<file path="config.mk">
export PLATFORM = sky130hd
export DESIGN_NAME = brcomp_seq
export DESIGN_NICKNAME = d
export VERILOG_FILES = /design/src/rtl/brcomp_pkg.sv /design/src/rtl/brcomp_slice.sv /design/src/rtl/brcomp_seq.sv
export SDC_FILE = /design/constraint.sdc
export NUM_CORES = 1
export LEC_CHECK = 0
export CAP_MARGIN = 30
export CORE_ASPECT_RATIO = 0.9
export CORE_MARGIN = 2
export CORE_UTILIZATION = 60
export CTS_CLUSTER_DIAMETER = 30
export DETAILED_ROUTE_END_ITERATION = 10
export DONT_BUFFER_PORTS = 1
export GPL_TIMING_DRIVEN = 0
export PLACE_DENSITY_LB_ADDON = 0.1
export SLEW_MARGIN = 20
export SYNTH_ARGS = -nofsm -noshare
export SYNTH_HDL_FRONTEND = slang
export SYNTH_HIERARCHICAL = 1
export SYNTH_SLANG_ARGS = --single-unit
</file>
<file path="constraint.sdc">
create_clock -name clk_i -period 4.5 [get_ports clk_i]
set_input_delay 0.9 -clock clk_i [delete_from_list [all_inputs] [get_ports clk_i]]
set_output_delay 0.9 -clock clk_i [all_outputs]
set_load 0.05 [all_outputs]
</file>
<file path="src/rtl/brcomp_pkg.sv">
// brcomp_pkg: shared types and helpers for the
// multi-cycle sliced branch comparator.
package brcomp_pkg;

  typedef enum logic [1:0] {
    ST_IDLE = 2'd0,
    ST_CMP  = 2'd1,
    ST_DONE = 2'd2
  } state_e;

  function automatic int nslice(input int width, input int slice);
    return width / slice;
  endfunction

  function automatic bit slices_ok(input int width, input int slice);
    return (slice > 0) && (width >= slice) && (width % slice == 0);
  endfunction

endpackage

</file>
<file path="src/rtl/brcomp_slice.sv">
// brcomp_slice: combinational unsigned comparator
// for one SLICE-bit operand slice.
module brcomp_slice #(
  parameter int SLICE = 8
) (
  input  logic [SLICE-1:0] a_i,
  input  logic [SLICE-1:0] b_i,
  output logic             lt_o,
  output logic             eq_o
);

  assign lt_o = (a_i < b_i);
  assign eq_o = (a_i == b_i);

endmodule

</file>
<file path="src/rtl/brcomp_seq.sv">
// brcomp_seq: MSB-first sliced branch comparator with
// valid/ready on both sides and a pipeline flush.
module brcomp_seq
  import brcomp_pkg::*;
#(
  parameter int WIDTH      = 32,
  parameter int SLICE      = 8,
  parameter bit EARLY_EXIT = 1'b1
) (
  input  logic             clk_i,
  input  logic             rst_i,
  input  logic             flush_i,
  input  logic             valid_i,
  output logic             ready_o,
  input  logic [WIDTH-1:0] rs1_data_i,
  input  logic [WIDTH-1:0] rs2_data_i,
  input  logic             br_unsign_i,
  output logic             valid_o,
  input  logic             ready_i,
  output logic             br_less_o,
  output logic             br_equal_o
);

  localparam int NS = nslice(WIDTH, SLICE);
  localparam int IW = (NS > 1) ? $clog2(NS) : 1;
  localparam logic [IW-1:0] IDX_TOP = IW'(NS - 1);
  localparam logic [WIDTH-1:0] MSB = WIDTH'(1) << (WIDTH - 1);

  if (!slices_ok(WIDTH, SLICE)) begin : g_bad_cfg
    $error("brcomp_seq: WIDTH must be a multiple of SLICE");
  end

  state_e            state_q, state_d;
  logic [WIDTH-1:0]  a_q, a_d, b_q, b_d;
  logic [IW-1:0]     idx_q, idx_d;
  logic              pl_q, pl_d, pd_q, pd_d;
  logic              less_q, less_d, eq_q, eq_d;
  logic [SLICE-1:0]  sa, sb;
  logic              s_lt, s_eq, fin;

  // Select the slice under evaluation from the index counter
  always_comb begin
    sa = a_q[int'(idx_q)*SLICE +: SLICE];
    sb = b_q[int'(idx_q)*SLICE +: SLICE];
  end

  brcomp_slice #(.SLICE(SLICE)) u_slice (
    .a_i  (sa),
    .b_i  (sb),
    .lt_o (s_lt),
    .eq_o (s_eq)
  );

  assign fin = (EARLY_EXIT && !s_eq) || (idx_q == '0);

  // Next-state: accept, step slices, publish result, handshake out
  always_comb begin
    state_d = state_q;
    a_d     = a_q;
    b_d     = b_q;
    idx_d   = idx_q;
    pl_d    = pl_q;
    pd_d    = pd_q;
    less_d  = less_q;
    eq_d    = eq_q;
    unique case (state_q)
      ST_IDLE: begin
        if (valid_i) begin
          state_d = ST_CMP;
          a_d     = br_unsign_i ? rs1_data_i : rs1_data_i ^ MSB;
          b_d     = br_unsign_i ? rs2_data_i : rs2_data_i ^ MSB;
          idx_d   = IDX_TOP;
          pl_d    = 1'b0;
          pd_d    = 1'b0;
        end
      end
      ST_CMP: begin
        if (flush_i) begin
          state_d = ST_IDLE;
        end else begin
          if (!s_eq && !pd_q) begin
            pl_d = s_lt;
            pd_d = 1'b1;
          end
          if (fin) begin
            state_d = ST_DONE;
            less_d  = pd_q ? pl_q : (!s_eq && s_lt);
            eq_d    = !pd_q && s_eq;
          end else begin
            idx_d = idx_q - 1'b1;
          end
        end
      end
      ST_DONE: begin
        if (flush_i || ready_i) state_d = ST_IDLE;
      end
      default: state_d = ST_IDLE;
    endcase
  end

  // State and datapath registers, cleared asynchronously
  always_ff @(posedge clk_i or posedge rst_i) begin
    if (rst_i) begin
      state_q <= ST_IDLE;
      a_q     <= '0;
      b_q     <= '0;
      idx_q   <= '0;
      pl_q    <= 1'b0;
      pd_q    <= 1'b0;
      less_q  <= 1'b0;
      eq_q    <= 1'b0;
    end else begin
      state_q <= state_d;
      a_q     <= a_d;
      b_q     <= b_d;
      idx_q   <= idx_d;
      pl_q    <= pl_d;
      pd_q    <= pd_d;
      less_q  <= less_d;
      eq_q    <= eq_d;
    end
  end

  assign ready_o    = (state_q == ST_IDLE);
  assign valid_o    = (state_q == ST_DONE);
  assign br_less_o  = less_q;
  assign br_equal_o = eq_q;

endmodule

</file>
# Word level (Yosys, flattened, before mapping)
# Index checks and enable logic that the tools add are counted.
dict set report totals {
  register_bits 72
  input_bits 70
  elab_cells 58
}
dict set report classes {
  n_bitwise 3
  n_shift 2
  muxes 19
  n_eq_ne 9
  reduce_logical 15
  add_sub_neg 1
  order_cmp 1
}
# cell count
set ops {}
lappend ops {{two-way mux 32 bit} 2}
lappend ops {{variable part select 32 x 6 -> 8 bit} 2}
lappend ops {{two-way mux 2 bit} 7}
lappend ops {{== test 8 bit} 1}
lappend ops {{< comparator 8 bit} 1}
lappend ops {{inequality test 2 bit (second input constant)} 4}
lappend ops {{AND reduction 4 bit} 2}
lappend ops {{two-way mux 1 bit} 6}
lappend ops {{case mux 2 bit (3 select lines)} 1}
lappend ops {{AND reduction 3 bit} 2}
lappend ops {{logical NOT 2 bit} 2}
lappend ops {{case mux 1 bit (2 select lines)} 2}
lappend ops {{case mux 2 bit (2 select lines)} 1}
lappend ops {{logical AND 1 bit} 3}
lappend ops {{inequality test 3 bit (second input constant)} 1}
lappend ops {{inverter 1 bit} 3}
lappend ops {{== test 2 x 1 -> 1 bit (second input constant)} 1}
lappend ops {{== test 2 bit (second input constant)} 1}
lappend ops {{logical NOT 1 bit} 2}
lappend ops {{logical OR 1 bit} 2}
lappend ops {{inequality test 2 x 1 -> 1 bit (second input constant)} 1}
lappend ops {{AND reduction 2 bit} 1}
lappend ops {{nonzero test 2 bit} 1}
lappend ops {{subtractor 2 x 1 -> 2 bit (second input constant)} 1}

# Longest topological paths before layout
dict set report logic_depth {
  depth_word 7
  ltp_mapped 11
  depth_no_buf 9
}

# Hierarchy
# The synthesis kept the hierarchy.
# module seq_area_each_um2 cells_per_inst instances area_each_um2
set modules_own_cells {}
lappend modules_own_cells {brcomp_seq 1801.7 203 1 3313.2}
lappend modules_own_cells {brcomp_slice 0.0 27 1 202.7}

# Worst setup path after synthesis
# No wires, ideal clock.
dict set report synth_path {
  kind {register -> register}
  from {register idx_q[0]}
  to {register pl_q}
  setup_ns 0.126
  path_stages_with_launch 11
  path_slack_ns 1.603
  arrival_ns 2.771
  synth_period_minus_slack_ns 2.897
  path_cell_list {dfrtp_1 > buf_2 > buf_2 > mux4_2 > inv_1 > ha_1 > nand4_1 > nor2_1 > or4b_2 > o211a_1 > a221o_1}
}
dict set report synth_between {
  elab_chain_cells 6
}
# item line
set synth_rtl {}
lappend synth_rtl {{start: declaration} brcomp_seq.sv:35} ;# logic [IW-1:0] idx_q, idx_d;
lappend synth_rtl {{start signal: assignment} brcomp_seq.sv:116} ;# idx_q <= idx_d;
lappend synth_rtl {{variable part select 32 x 6 -> 8 bit} brcomp_seq.sv:44} ;# sb = b_q[int'(idx_q)*SLICE +: SLICE];
lappend synth_rtl {{net sb[2]} brcomp_seq.sv:38} ;# logic [SLICE-1:0] sa, sb;
lappend synth_rtl {{== test 8 bit} brcomp_slice.sv:13} ;# assign eq_o = (a_i == b_i);
lappend synth_rtl {{net s_eq} brcomp_seq.sv:39} ;# logic s_lt, s_eq, fin;
lappend synth_rtl {{logical NOT 1 bit} brcomp_seq.sv:81} ;# if (!s_eq && !pd_q) begin
lappend synth_rtl {{logical AND 1 bit} brcomp_seq.sv:81}
lappend synth_rtl {{inequality test 2 bit (no line)} -}
lappend synth_rtl {{AND reduction 4 bit (no line)} -}
lappend synth_rtl {{end signal: assignment} brcomp_seq.sv:117} ;# pl_q <= pl_d;
lappend synth_rtl {{end: declaration} brcomp_seq.sv:36} ;# logic pl_q, pl_d, pd_q, pd_d;
# The timed path passes the listed nets, and every way through them passes these cells. The select of a mux whose other input is x is not followed.
# A chain may end at the register's enable or synchronous reset.

# Final worst setup path
dict set report layout_path {
  from {register idx_q[1]}
  to {register idx_q[0]}
}
dict set report layout_between {
  elab_chain_cells 6
}
# item line
set layout_rtl {}
lappend layout_rtl {{variable part select 32 x 6 -> 8 bit} brcomp_seq.sv:43} ;# sa = a_q[int'(idx_q)*SLICE +: SLICE];
lappend layout_rtl {{net sa[3]} brcomp_seq.sv:38}
lappend layout_rtl {{== test 8 bit} brcomp_slice.sv:13}
lappend layout_rtl {{net s_eq} brcomp_seq.sv:39}
lappend layout_rtl {{logical NOT 1 bit} brcomp_seq.sv:54} ;# assign fin = (EARLY_EXIT && !s_eq) || (idx_q == '0);
lappend layout_rtl {{logical OR 1 bit} brcomp_seq.sv:54}
lappend layout_rtl {{inequality test 2 bit (no line)} -}
lappend layout_rtl {{AND reduction 4 bit (no line)} -}
# The timed path passes the listed nets, and every way through them passes these cells.

==> results.yml <==
status:
  status: "finished, final reports clean"
floorplan:
  die_y_um: 76.6
  num_rows: 26
  die_x_um: 84.7
  initial_core_util_pct: 62.1
  core_um2: 5660
  io_pins: 74
  dieArea_um2: 6490
clock_tree:
  postCtsResizedCells: 0
  h-tree-depth: 3
  clkTransAtPathRegs_ns: 0.07
  clk-insertion-delay-late_ns: 0.34
  cts_setup_buffers: 0
  postCtsHoldBufs: 0
  cts.sinks: 72
  numCtsBuffers: 9
  cts_tree: "done"
  cts_buffer_depth: 2
  root_buffer: "clkbuf_8"
synthesis:
  syn_nets: 309
  synthXorXnorAreaFrac_pct: 0.498
  syn_area_um2: 3520
  synthFlopType: "dfrtp_1"
  synth_simple_gate_area_share_pct: 3.56
  postSynthAreaPerCell_um2: 15.3
  synth.area.top_cells: "dfrtp_1 (51%), mux2_2 (12%), mux2_4 (11%), mux4_2 (10%), ha_1 (3.2%)"
  synth_commonest_cells: "dfrtp_1 (72), mux2_2 (39), mux2_4 (25), mux4_2 (16), inv_1 (14)"
  synth_most_common_cell: "dfrtp_1"
  synthCells: 230
  ys_ff_latch: 72
  synth_area_leader_cell: "dfrtp_1"
  yosysWarningCount: 6
  muxShareOfSynthArea_pct: 33.4
  synthAdderAreaFrac_pct: 3.20
  synth_top_family_by_area: "multiplexers"
  synthArstFlopShare_pct: 100
  yosysUniqueCellTypes: 32
  synth_top_area_share_pct: 51.2
  synth-compound-area-share_pct: 3.81
  synth-edff-count: 0
  seq_area_frac_synth_pct: 51.2
detailed_routing:
  finalWirelength_um: 6830
  drt_iter0_drc: 107
  vias_per_cell: 6.16
  drc: 0
  vias: 1953
  dr.pass1.iters: 4
  ant_nets: 0
  wl_per_cell_um: 21.5
layout:
  final-seq-area_um2: 1800
  multi_input_area_um2: 1560
  nets: 321
  drive_gt1_share_pct: 44.5
  syn_to_final_growth_pct: 9.75
  n_fill_cell: 406
  diodes: 0
sta:
  fin_crit_sh_pct: 75.0
  rsz0062_at_grt: "no"
  fin_tns_setup_ns: 0
  worst_slack_ns: 1.12
  slew_violations: 0
  min_period_ns: 3.38
  holdWs_ns: 0.440
  fmax_mhz: 296
  hold_viol_final: 0
  skew_ns: 0.00738
  finalSetupViolations: 0
  relSlewSlack_pct: 40.9
  worst_slew_pin_slew_ns: 0.883
power_and_ir_drop:
  swShare_pct: 26.4
  p_comb_share_pct: 24.7
  ir_worst_vdd_mv: 0.303
  p_leak_nw: 1.78
  pwr-share-clk_pct: 29.7
  p_switching_mw: 0.522
  intPower_mw: 1.46
  p_per_area_nw_per_um2: 514
  power.share.sequential_pct: 45.7
grt:
  grt_pass1_wl_um: 11300
  track_usage_pct: 23.5
  grt.overflow.total: 0
  grt_max_degree: 38
  grt_pass1_vias: 2188
  antenna_found_initial: 0
critical_path:
  worst-r2r-setup-slack_ns: 1.12
  startpoint_type: "register"
  cp-end-kind: "register"
  required_ns: 4.76
  worstRegToRegCells: 9
  path_max_fanout: 10
  arrival_ns: 3.63
  reg2reg_to: "idx_q[0]"
  critPathKind: "reg2reg"
  worstReg2RegStart: "idx_q[1]"
place:
  dp_slack_ns: 1.15
  io_buffers: 0
  place_congestion: 0.773
  dpl.hpwl_um: 4950
hold_path:
  hp-class: "in2async"
flow_run:
  drv_cap: 0
==> state kept, by name, summed over array words and instances, names as in the netlist <==
signal,flops
state_q,2
br_equal_o,1
pd_q,1
a_q,32
b_q,32
pl_q,1
idx_q,2
br_less_o,1
==> cell usage in the layout (no fill, tap or decap), types with 5 or more instances in the layout <==
cell	instances
mux2_4	25
nor2_1	8
buf_6	5
inv_1	13
clkbuf_8	12
dfrtp_1	72
mux2_2	39
ha_1	9
buf_2	6
mux4_2	16
==> how the worst max path moves through the flow <==
| stage | from | depth (start not counted) | slack, ns | to |
|---|---|---|---|---|
| after global routing | idx_q[1] | 9 | 0.79 | idx_q[1] |
| after global placement | idx_q[1] | 10 | 1.22 | pl_q |
| after floorplan | idx_q[0] | 10 | 1.60 | pl_q |
| after detailed placement | idx_q[1] | 9 | 1.15 | idx_q[1] |
| final | idx_q[1] | 9 | 1.12 | idx_q[0] |
| after CTS | idx_q[1] | 9 | 1.13 | idx_q[1] |
==> worst max-delay path, cell delays in order (launching register included) <==
cell and delay (ns):
dfrtp_1 0.32, buf_2 0.27, buf_1 0.54, mux4_2 0.41, ha_1 0.34, nand4_1 0.11
nor2_1 0.35, nor4bb_1 0.56, a211oi_1 0.12, a211oi_1 0.23
==> metal layers <==
metal / GRT usage, % / routed length, µm
met1: 28.8 / 2800
met2: 38.3 / 3540
met3: 8.78 / 379
met4: 8.10 / 106
met5: 0 / 0
==> cells by family (layout without fill, tap and decap cells) <==
group / count (synthesis) / count (layout)
buffers and inverters: 28 / 45
AO/OA/AOI/OAI: 17 / 17
flip-flops: 72 / 72
AND/OR/NAND/NOR: 22 / 22
multiplexers: 80 / 80
XOR/XNOR: 2 / 2
adder cells (fa/ha/maj): 9 / 9
==> through the flow <==
step	cells	instance area [µm²]	utilization [%]	power, mW
global placement	300	3600	63.7	1.37
floorplan	230	3520	-	1.30
global route	317	3860	68.2	2.09
detailed placement	301	3630	64.1	1.41
finish	317	3860	68.2	1.98
CTS	317	3860	68.2	2.00
==> layout make-up <==
class | count | share of cell area (%)
Sequential cell | 72 | 46.7
Multi-Input combinational cell | 130 | 40.5
Clock buffer | 14 | 4.47
Buffer | 14 | 2.53
Tap cell | 70 | 2.27
Clock inverter | 2 | 1.56
Inverter | 14 | 1.43
Timing Repair Buffer | 1 | 0.519
==> power by group through the flow <==
stage	combinational, mW	sequential [mW]	clock, mW
after floorplan	0.418	0.885	0
after detailed placement	0.492	0.916	0
after global placement	0.468	0.904	0
final	0.489	0.905	0.588
after CTS	0.496	0.906	0.597
after global routing	0.532	0.926	0.633
No activity file was read; power rests on OpenSTA's default activity.
